$ cat config.mk
export PLATFORM = sky130hd
export DESIGN_NAME = gates_spec_decoder
export DESIGN_NICKNAME = d
export VERILOG_FILES = /design/src/rtl/gates_spec_decoder.sv
export SDC_FILE = /design/constraint.sdc
export NUM_CORES = 1
export LEC_CHECK = 0
export BUFFER_PORTS_ARGS = -buffer_cell sky130_fd_sc_hd__buf_2
export CAP_MARGIN = 10
export CORE_MARGIN = 3
export CORE_UTILIZATION = 50
export DETAILED_ROUTE_END_ITERATION = 7
export HOLD_SLACK_MARGIN = 0.02
export PLACE_DENSITY_LB_ADDON = 0.2
export SYNTH_ARGS = -nofsm -noshare
export SYNTH_HDL_FRONTEND = slang
export SYNTH_SLANG_ARGS = --single-unit
$ cat constraint.sdc
create_clock -name clk -period 4 [get_ports clk]
set_input_delay 0.8 -clock clk [delete_from_list [all_inputs] [get_ports clk]]
set_output_delay 0.8 -clock clk [all_outputs]
set_load 0.02 [all_outputs]
$ cat src/rtl/gates_spec_decoder.sv
// Receive-side checker/decoder for {and,or,xor,nand,nor,xnor,anotb} gate vectors with an output FIFO.
// Optional saturating illegal-word counter is enabled by defining GATES_DEC_ERRCNT_EN.
module gates_spec_decoder #(
    parameter int DEPTH    = 4,
    parameter int CNT_W    = 8,
    parameter int DROP_ERR = 0
) (
    input  logic             clk,
    input  logic             areset_n,
    input  logic             in_valid,
    output logic             in_ready,
    input  logic [6:0]       in_vec,
    output logic             out_valid,
    input  logic             out_ready,
    output logic             out_a,
    output logic             out_b,
    output logic             out_err,
    output logic             err_sticky,
    output logic [CNT_W-1:0] err_count
);

    localparam int          AW      = $clog2(DEPTH);
    localparam logic [AW:0] PTR_ONE = (AW+1)'(1);

    logic [AW:0] wr_ptr;
    logic [AW:0] rd_ptr;
    logic [2:0]  mem [DEPTH];
    logic        dec_a;
    logic        dec_b;
    logic        dec_err;
    logic        full;
    logic        empty;
    logic        accept;
    logic        push;
    logic        pop;

    always_comb begin
        dec_a   = 1'b0;
        dec_b   = 1'b0;
        dec_err = 1'b0;
        case (in_vec)
            7'h0E: ;
            7'h38: dec_b = 1'b1;
            7'h39: dec_a = 1'b1;
            7'h62: begin
                dec_a = 1'b1;
                dec_b = 1'b1;
            end
            default: dec_err = 1'b1;
        endcase
    end

    // Extra pointer MSB distinguishes full from empty when the index bits match.
    assign full      = (wr_ptr[AW] != rd_ptr[AW]) && (wr_ptr[AW-1:0] == rd_ptr[AW-1:0]);
    assign empty     = (wr_ptr == rd_ptr);
    assign in_ready  = !full;
    assign out_valid = !empty;
    assign accept    = in_valid && in_ready;
    assign push      = accept && !(dec_err && (DROP_ERR != 0));
    assign pop       = out_valid && out_ready;

    always_ff @(posedge clk or negedge areset_n) begin
        if (!areset_n) begin
            wr_ptr     <= '0;
            rd_ptr     <= '0;
            err_sticky <= 1'b0;
        end else begin
            if (push)
                wr_ptr <= wr_ptr + PTR_ONE;
            if (pop)
                rd_ptr <= rd_ptr + PTR_ONE;
            if (accept && dec_err)
                err_sticky <= 1'b1;
        end
    end

    // Storage is deliberately left unreset; only the pointers define occupancy.
    always_ff @(posedge clk) begin
        if (push)
            mem[wr_ptr[AW-1:0]] <= {dec_a, dec_b, dec_err};
    end

    assign {out_a, out_b, out_err} = mem[rd_ptr[AW-1:0]];

`ifdef GATES_DEC_ERRCNT_EN
    localparam logic [CNT_W-1:0] CNT_ONE = CNT_W'(1);
    logic [CNT_W-1:0] cnt_q;

    always_ff @(posedge clk or negedge areset_n) begin
        if (!areset_n)
            cnt_q <= '0;
        else if (accept && dec_err && (cnt_q != '1))
            cnt_q <= cnt_q + CNT_ONE;
    end

    assign err_count = cnt_q;
`else
    assign err_count = '0;
`endif

endmodule

==> results of run 1 <==
## sequential cells by signal, indices dropped and copies added (netlist names)
| register | cells |
|---|---|
| err_sticky | 1 |
| mem | 12 |
| rd_ptr | 3 |
| wr_ptr | 3 |
## cell type report
type / instances / area (um2)
Timing Repair Buffer: 16 / 80.08
Inverter: 4 / 15.01
Sequential cell: 19 / 535.5
Tap cell: 25 / 31.28
Fill cell: 163 / 710.7
Multi-Input combinational cell: 47 / 440.4
Clock buffer: 4 / 26.28
## metal layers
layer	up-vias	global-route usage, %	wire, um
li1	285	-	-
met1	289	18.98	743
met2	13	26.06	919
met3	2	5.248	58
met4	0	1.310	9
met5	-	0	0
## worst min-delay path by stage
| stage | end | slack [ns] | from | cells past startpoint |
|---|---|---|---|---|
| floorplan | err_sticky | 0.50 | areset_n | 0 |
| global placement | err_sticky | 0.46 | err_sticky | 2 |
| detailed placement | err_sticky | 0.47 | err_sticky | 2 |
| CTS | wr_ptr[0] | 0.33 | areset_n | 1 |
| global route | wr_ptr[1] | 0.32 | areset_n | 1 |
| finish | rd_ptr[0] | 0.33 | areset_n | 1 |
## Yosys cell counts
cell type / count
edfxtp_1: 12
conb_1: 1
dfrtp_1: 7
inv_1: 4
o311a_2: 1
ha_1: 5
xnor2_1: 4
xor2_1: 3
a2bb2o_1: 1
o31a_4: 1
mux2_2: 1
nand2_1: 2
nand4bb_1: 3
o31ai_2: 1
and2_2: 3
o2bb2ai_1: 1
mux4_2: 3
or3b_2: 1
a21oi_1: 1
buf_4: 9
o31ai_1: 2
nor2_1: 2
o311ai_0: 1
xor2_2: 1
nor3b_1: 1
mux2_4: 1
## cell families after synthesis
kind of cell	Yosys count	share of synthesized area [%]
muxes	5	9.090
buffers and inverters	13	7.999
AOI/OAI and AO/OA	9	8.606
xor gates and xnor gates	8	7.516
other	1	0.3633
and+or+nand+nor	12	8.485
adders and majority gates	5	6.061
DFF	19	51.88
## stage by stage
stage / std cells / total power, mW / util (%) / setup slack (ns) / hold WS, ns
6_report: 115 / 0.7985 / 61.36 / 1.544 / 0.3336
3_5_place_dp: 111 / 0.7177 / 59.93 / 1.893 / 0.4748
3_3_place_gp: 111 / 0.6936 / 59.93 / 1.939 / 0.4558
2_1_floorplan: 79 / 0.6261 / - / 2.051 / 0.4977
4_1_cts: 115 / 0.8090 / 61.36 / 1.556 / 0.3261
5_1_grt: 115 / 0.8635 / 61.36 / 1.374 / 0.3175
## power by group
| part | switching (mW) | leakage [nW] | internal, mW |
|---|---|---|---|
| clock network | 0.0524 | 0.0150 | 0.0387 |
| logic | 0.211 | 0.265 | 0.165 |
| registers | 0.0640 | 0.191 | 0.267 |
## critical path, cell delays in order (launching register included)
cell	delay, ns
dfrtp_1	0.55
xor2_1	0.46
nor2_1	0.11
nand2_1	0.09
buf_2	0.16
==> metrics.yaml, run 1 <==
synth_area_um2: 1032
cts_max_level: 1
yosysSeqAreaShare_pct: 51.88
numCtsBuffers: 3
grt_pass1_wl_um: 2863
maxCapViolations: 0
synthToLayoutAreaGrowth_pct: 9.333
yosys-top-cells-area: "edfxtp_1 35%, dfrtp_1 17%, buf_4 6.5%, mux4_2 6.5%, ha_1 6.1%"
grt_antenna_before_repair: 0
post-route-cell-area_um2: 1129
syn_inst: 72
drive_gt1_share_pct: 35.56
dpl.hpwl_um: 1416
fin_crit_sh_pct: 61.40
ctsHoldBuffers: 0
crit_type: "register to output port"
final_hold_viol_count: 0
synth.avg_cell_area_um2: 14.34
min_path_type: "primary input to asynchronous set/reset pin"
maxSlewHeadroom_pct: 64.08
yosysTopAreaCell: "edfxtp_1"
cts_root_buf: "clkbuf_4"
r2r_end: "mem[0][0]"
yosysTopAreaCellShare_pct: 34.91
gp_congestion: 0.7115
grt_use_total_pct: 15.13
die-area_um2: 2646
final_antenna_net_count: 0
drtPass1Iterations: 4
post-cts-setup-buffers: 0
ff2ff_path_depth: 3
ir_worst_vdd_v: 0.0003731
nets: 107
grt_max_degree: 11
place_area_um2: 1102
tightest_slew_ns: 0.5376
core_area_um2: 1839
finalMaxSlewViolations: 0
io_pins: 25
setup_tns_ns: 0
cp_max_fo: 6
end_kind: "output port"
post_cts.resized_instances: 0
finClkSkew_ns: 0.002793
crit_required_ns: 3.20
crit_path_start: "rd_ptr[0]"
routed_via_density: 5.122
most-common-layout-cells: "16 x buf_2, 12 x edfxtp_1, 8 x conb_1, 7 x dfrtp_1, 5 x ha_1"
p_leak_nw: 0.4708
start_util_pct: 56.12
grt_overflow: 0
cp-start-kind: "register"
fmax_mhz: 407.2
rows: 15
die_y_um: 51.44
wl_um: 1730
yosysWarnings: 0
first_global_vias: 592
drt_iter0_markers: 6
r2r_start: "rd_ptr[0]"
status: "complete, no violations"
wl_per_cell_um: 15.04
die_w_um: 51.44
power_density_nw_per_um2: 707.5
worst_ep_arrival_time_ns: 1.66
synthDistinctLibCells: 26
r2r_slack_ns: 2.29
period_needed_ns: 2.456
ys_ff_latch: 19
clock-sinks: 19
clk_latency_ns: 0.28
cts_max_path_buffers: 2
crit_end: "in_ready"
drc: 0
io_buffers: 16
diodes: 0
finalSetupViolCount: 0
clk_pin_slew_ns: 0.10
num_vias: 589
grt_setup_unrepaired: "no"
layout_commonest_cell: "buf_2"
cts_tree: "done"
Power figures use the tool's default switching activity.
==> inputs of run 2 (changes only) <==
clock period = 2.4 ns   (was 4 ns; I/O delays follow)
==> metrics.yaml, run 2 (synthesis results as in run 1) <==
cp-start-kind: "register"  # unchanged
final_antenna_net_count: 0  # unchanged
cts_max_level: 1  # unchanged
wl_um: 1754  # was 1730 um
cts_tree: "done"  # unchanged
post_cts.resized_instances: 0  # unchanged
grt_max_degree: 12  # was 11
largest_register_ffs: 12  # unchanged
p_leak_nw: 0.4777  # was 0.4708 nW
first_global_vias: 590  # was 592
power_density_nw_per_um2: 1170  # was 707.5 nW/um2
grt_setup_unrepaired: "no"  # unchanged
dpl.hpwl_um: 1420  # was 1416 um
wl_per_cell_um: 15.12  # was 15.04 um
num_vias: 592  # was 589
min_path_type: "primary input to register"  # was primary input to asynchronous set/reset pin
numCtsBuffers: 3  # unchanged
die-area_um2: 2646  # unchanged
gp_congestion: 0.7115  # unchanged
crit_type: "register to output port"  # unchanged
top_layer_used: "met4"  # unchanged
rows: 15  # unchanged
routed_via_density: 5.103  # was 5.122
end_kind: "output port"  # unchanged
routedLengthMet1_um: 729  # was 743 um
final_hold_viol_count: 0  # unchanged
final_util_pct: 61.97  # was 61.36%
synthToLayoutAreaGrowth_pct: 10.42  # was 9.333%
setup_tns_ns: 0  # unchanged
die_y_um: 51.44  # unchanged
drtPass1Iterations: 4  # unchanged
ir_worst_vdd_v: 0.0007848  # was 0.0003731 V
core_area_um2: 1839  # unchanged
clk_pin_slew_ns: 0.10  # about the same
most-common-layout-cells: "16 x buf_2, 12 x edfxtp_1, 8 x conb_1, 7 x dfrtp_1, 5 x ha_1"  # unchanged
cts_root_buf: "clkbuf_4"  # unchanged
worst_ep_arrival_time_ns: 1.66  # about the same
maxSlewHeadroom_pct: 66.24  # was 64.08%
crit_path_max_incr_delay_ns: 0.55  # about the same
drc: 0  # unchanged
crit_required_ns: 1.92  # was 3.20 ns
io_pins: 25  # unchanged
grt_use_total_pct: 15.61  # was 15.13%
maxCapViolations: 0  # unchanged
period_needed_ns: 2.143
start_util_pct: 56.12  # unchanged
fin_crit_sh_pct: 89.31
wl_met2_um: 946  # was 919 um
finalSetupViolCount: 0  # unchanged
cp_max_fo: 6  # unchanged
diodes: 0  # unchanged
finClkSkew_ns: 0.0008202  # was 0.002793 ns
worstPathBufferInverterCount: 1  # unchanged
crit_chain: "xor2_1 -> nor2_1 -> nand2_1 -> buf_2"  # unchanged
io_buffers: 16  # unchanged
finalMaxSlewViolations: 0  # unchanged
tightest_slew_ns: 0.5053  # was 0.5376 ns
route.met3.wl_um: 72  # was 58 um
clk_latency_ns: 0.29  # was 0.28 ns
cp_top_family: "flip-flops"  # unchanged
status: "complete, no violations"  # unchanged
clock-sinks: 19  # unchanged
cpMaxStageDelayCell: "dfrtp_1"  # unchanged
grt_antenna_before_repair: 0  # unchanged
drt_iter0_markers: 8  # was 6
grt_overflow: 0  # unchanged
grt_pass1_wl_um: 2925  # was 2863 um
fmax_mhz: 466.6
layout_commonest_cell: "buf_2"  # unchanged
hold-worst-slack_ns: 0.4762  # was 0.3336 ns
drive_gt1_share_pct: 36.26  # was 35.56%
die_w_um: 51.44  # unchanged
nets: 108  # was 107
cts_max_path_buffers: 2  # unchanged
run 2: cell count changes in the layout (fill, tap and decap cells not counted):
cell	previous run	this run
dlygate4sd3_1	0	1
clkbuf_1	1	0
clkinv_2	0	1
run 2: final timing paths:
| check | from | endpoint | depth (start not counted) | slack, ns |
|---|---|---|---|---|
| worst min register to register | err_sticky | err_sticky | 2 | 0.50 |
| min in group asynchronous | areset_n | err_sticky | 2 | 0.54 |
| worst min-delay path | out_ready | rd_ptr[0] | 3 | 0.48 |
| worst max register to register | rd_ptr[0] | mem[0][2] | 3 | 0.69 |
| worst max-delay path | rd_ptr[0] | in_ready | 4 | 0.26 |
| max in group asynchronous | areset_n | rd_ptr[0] | 2 | 1.69 |
run 2: layout make-up:
class / instances / area [um2]
Multi-Input combinational cell: 47 / 440.4
Tap cell: 25 / 31.28
Timing Repair Buffer: 17 / 90.09
Fill cell: 150 / 699.4
Inverter: 4 / 15.01
Clock inverter: 1 / 5.005
Sequential cell: 19 / 535.5
Clock buffer: 3 / 22.52
run 2: tightest hold or removal path: cells and delay by family:
family	cells	cell delay (ns)
xor+xnor	1	0.06
buf+inv	1	0.11
compound gates	1	0.07
run 2: per-layer routing:
| layer | vias up | track usage [%] |
|---|---|---|
| li1 | 288 | - |
| met1 | 288 | 19.51 |
| met2 | 14 | 26.48 |
| met3 | 2 | 6.122 |
| met4 | 0 | 1.310 |
| met5 | - | 0 |
run 2: what timing repair did:
action                    4_1_cts  5_1_grt
buffers inserted                0        0
hold buffers                    1        0
hold endpoints to repair        7        0
run 2: power by group:
| part | leakage (nW) | switching (mW) | internal [mW] |
|---|---|---|---|
| clock | 0.0177 | 0.0917 | 0.0619 |
| sequential | 0.191 | 0.108 | 0.446 |
| combinational | 0.269 | 0.352 | 0.275 |
run 2: stage by stage:
stage | worst slack (ns) | cell area, um2 | cells | total power, mW
global placement | 0.6592 | 1102 | 111 | 1.156
CTS | 0.2532 | 1140 | 116 | 1.353
finish | 0.2566 | 1140 | 116 | 1.334
floorplan | 0.7713 | 1059 | 79 | 1.044
global route | 0.08602 | 1140 | 116 | 1.444
detailed placement | 0.5908 | 1102 | 111 | 1.198
==> inputs of run 3 (changes only) <==
ABC_AREA = 1   (was unset)
==> metrics.yaml, run 3 <==
drc: 0  # unchanged
worst_ep_arrival_time_ns: 1.45  # was 1.66 ns
ys_top_cells_by_count: "27 x nand2_1, 19 x nor2_1, 15 x inv_1, 12 x edfxtp_1, 8 x buf_4"  # was 12 x edfxtp_1, 9 x buf_4, 7 x dfrtp_1, 5 x ha_1
grt_overflow: 0  # unchanged
status: "complete, no violations"  # unchanged
grt_antenna_before_repair: 0  # unchanged
grt_pass1_wl_um: 3077  # was 2925 um
finalSetupViolCount: 0  # unchanged
fmax_mhz: 517.6  # was 466.6 MHz
cts_max_level: 1  # unchanged
cp_max_fo: 10  # was 6
drtPass1Iterations: 4  # unchanged
start_util_pct: 54.53  # was 56.12%
drive_gt1_share_pct: 21.53  # was 36.26%
wl_um: 1835  # was 1754 um
yosysMostFrequentCell: "nand2_1"  # was edfxtp_1
io_buffers: 16  # unchanged
numCtsBuffers: 3  # unchanged
cts_tree: "done"  # unchanged
cp_top_family: "flip-flops"  # unchanged
period_needed_ns: 1.932  # was 2.143 ns
diodes: 0  # unchanged
synth_top_family_by_area: "simple AND/OR/NAND/NOR gates"  # was multiplexers
power_density_nw_per_um2: 1092  # was 1170 nW/um2
synth_compound_area_share_pct: 5.281  # was 8.606%
die-area_um2: 2829  # was 2646 um2
crit_type: "register to output port"  # unchanged
cts_max_path_buffers: 2  # unchanged
hold-worst-slack_ns: 0.4619  # was 0.4762 ns
end_kind: "output port"  # unchanged
cts_root_buf: "clkbuf_4"  # unchanged
nets: 161  # was 108
synth-edff-count: 12  # unchanged
die_y_um: 53.19  # was 51.44 um
crit_cells: 4  # unchanged
syn_inst: 125  # was 72
ff2ff_path_depth: 6  # was 3
ys_ff_latch: 19  # unchanged
synth-xor-area-share_pct: 2.360  # was 7.515%
rows: 16  # was 15
synth_area_um2: 1114  # was 1032 um2
hold_depth: 3  # unchanged
clock-sinks: 19  # unchanged
synthDistinctLibCells: 20  # was 26
cpMaxStageDelayCell: "dfrtp_1"  # unchanged
largest_register_ffs: 12  # unchanged
p_leak_nw: 0.5856  # was 0.4777 nW
synth_top_flop_cell: "edfxtp_1"  # unchanged
grt_setup_unrepaired: "no"  # unchanged
layout_commonest_cell: "nand2_1"  # was buf_2
yosysSeqAreaShare_pct: 48.09  # was 51.88%
gp_congestion: 0.7186  # was 0.7115
async_reset_ff_share_pct: 36.84  # unchanged
yosysTopAreaCellShare_pct: 32.36  # was 34.91%
min_path_type: "primary input to register"  # unchanged
most-common-layout-cells: "27 x nand2_1, 19 x nor2_1, 16 x buf_2, 15 x inv_1, 12 x edfxtp_1"  # was 16 x buf_2, 12 x edfxtp_1, 8 x conb_1, 7 x dfrtp_1, 5 x ha_1
clk_latency_ns: 0.29  # about the same
finClkSkew_ns: 0.005982  # was 0.0008202 ns
crit_path_max_incr_delay_ns: 0.63  # was 0.55 ns
yosys-top-cells-area: "edfxtp_1 32%, dfrtp_1 16%, nand2_1 9.1%, nor2_1 6.4%, ha_1 5.6%"  # was edfxtp_1 35%, dfrtp_1 17%, buf_4 6.5%, mux4_2 6.5%, ha_1 6.1%
die_w_um: 53.19  # was 51.44 um
core_area_um2: 2042  # was 1839 um2
io_pins: 25  # unchanged
drt_iter0_markers: 11  # was 8
finalMaxSlewViolations: 0  # unchanged
fin_crit_sh_pct: 80.50  # was 89.31%
ir_worst_vdd_v: 0.0005600  # was 0.0007848 V
first_global_vias: 731  # was 590
muxShareOfSynthArea_pct: 0  # was 9.091%
synthToLayoutAreaGrowth_pct: 9.551  # was 10.42%
grt_max_degree: 12  # unchanged
synth-simple-area-share_pct: 25.51  # was 8.485%
final_hold_viol_count: 0  # unchanged
final_antenna_net_count: 0  # unchanged
wl_per_cell_um: 10.73  # was 15.12 um
worstPathBufferInverterCount: 1  # unchanged
crit_required_ns: 1.92  # about the same
maxCapViolations: 0  # unchanged
synthAdderAreaFrac_pct: 5.618  # was 6.061%
dpl.hpwl_um: 1494  # was 1420 um
crit_chain: "nand2_2 -> nand2_4 -> nand3_2 -> buf_2"  # was xor2_1 -> nor2_1 -> nand2_1 -> buf_2
num_vias: 787  # was 592
setup_tns_ns: 0  # unchanged
yosysWarnings: 0  # unchanged
cp-start-kind: "register"  # unchanged
synth.avg_cell_area_um2: 8.909  # was 14.34 um2
clk_pin_slew_ns: 0.11  # was 0.10 ns
grt_use_total_pct: 15.40  # was 15.61%
routed_via_density: 4.602  # was 5.103
yosysTopAreaCell: "edfxtp_1"  # unchanged
==> run 3: cell types whose count changed in the layout (fill, tap and decap cells not counted), sizes merged, moves of 4 or more <==
cell	previous run	this run
nand2	2	34
nor2	2	19
inv	4	17
o21ai	0	8
nand3	0	7
xor2	4	0
==> run 3: power by group <==
part	switching, mW	internal, mW
registers	0.102	0.439
logic	0.400	0.232
clock network	0.0965	0.0620
==> run 3: area by class of cell <==
class,count,area (um2)
Multi-Input combinational cell,87,461.7
Timing Repair Buffer,17,90.09
Sequential cell,19,535.5
Clock inverter,1,5.005
Fill cell,189,822.0
Clock buffer,3,22.52
Inverter,17,71.32
Tap cell,27,33.78
==> run 3: timing repair <==
action                    CTS  global route
hold buffers                1             0
hold endpoints to repair    7             0
setup buffers               0             0
resized for setup           0             0
==> run 3: per-stage QoR <==
step                worst slack [ns]  instance area [um2]  power (mW)  utilization (%)  instances
floorplan                     0.9364                 1140       1.053                -        132
global placement              0.8191                 1182       1.166            57.90        166
detailed placement            0.7891                 1182       1.192            57.90        166
CTS                           0.4502                 1220       1.350            59.74        171
global route                  0.3725                 1220       1.454            59.74        171
finish                        0.4680                 1220       1.332            59.74        171
==> run 3: path summary, 6_finish.rpt <==
path,start,endpoint,slack (ns)
worst max-delay path,rd_ptr[0],out_valid,0.47
worst min-delay path,out_ready,rd_ptr[0],0.46
worst max register to register,rd_ptr[0],mem[3][0],0.81
worst min register to register,err_sticky,err_sticky,0.48
max in group asynchronous,areset_n,wr_ptr[1],1.71
min in group asynchronous,areset_n,rd_ptr[1],0.53
==> run 3: routing by layer <==
layer	vias to the layer above	global-route usage [%]	wire length [um]
met5	-	0	0
met2	22	27.07	914
li1	414	-	-
met3	4	3.380	97
met4	0	6.383	25
met1	347	17.89	797
==> run 3: cell families after synthesis <==
group	after synthesis
other	1
AOI/OAI and AO/OA	11
DFF	19
adders and majority gates	5
buffers and inverters	26
and+or+nand+nor	60
xor gates and xnor gates	3
==> run 3: worst register-to-register path: cells and delay by family, from the launching register on <==
kind,cells,cell delay (ns)
buffers and inverters,1,0.08
flip-flops,1,0.63
AND/OR/NAND/NOR,5,0.56
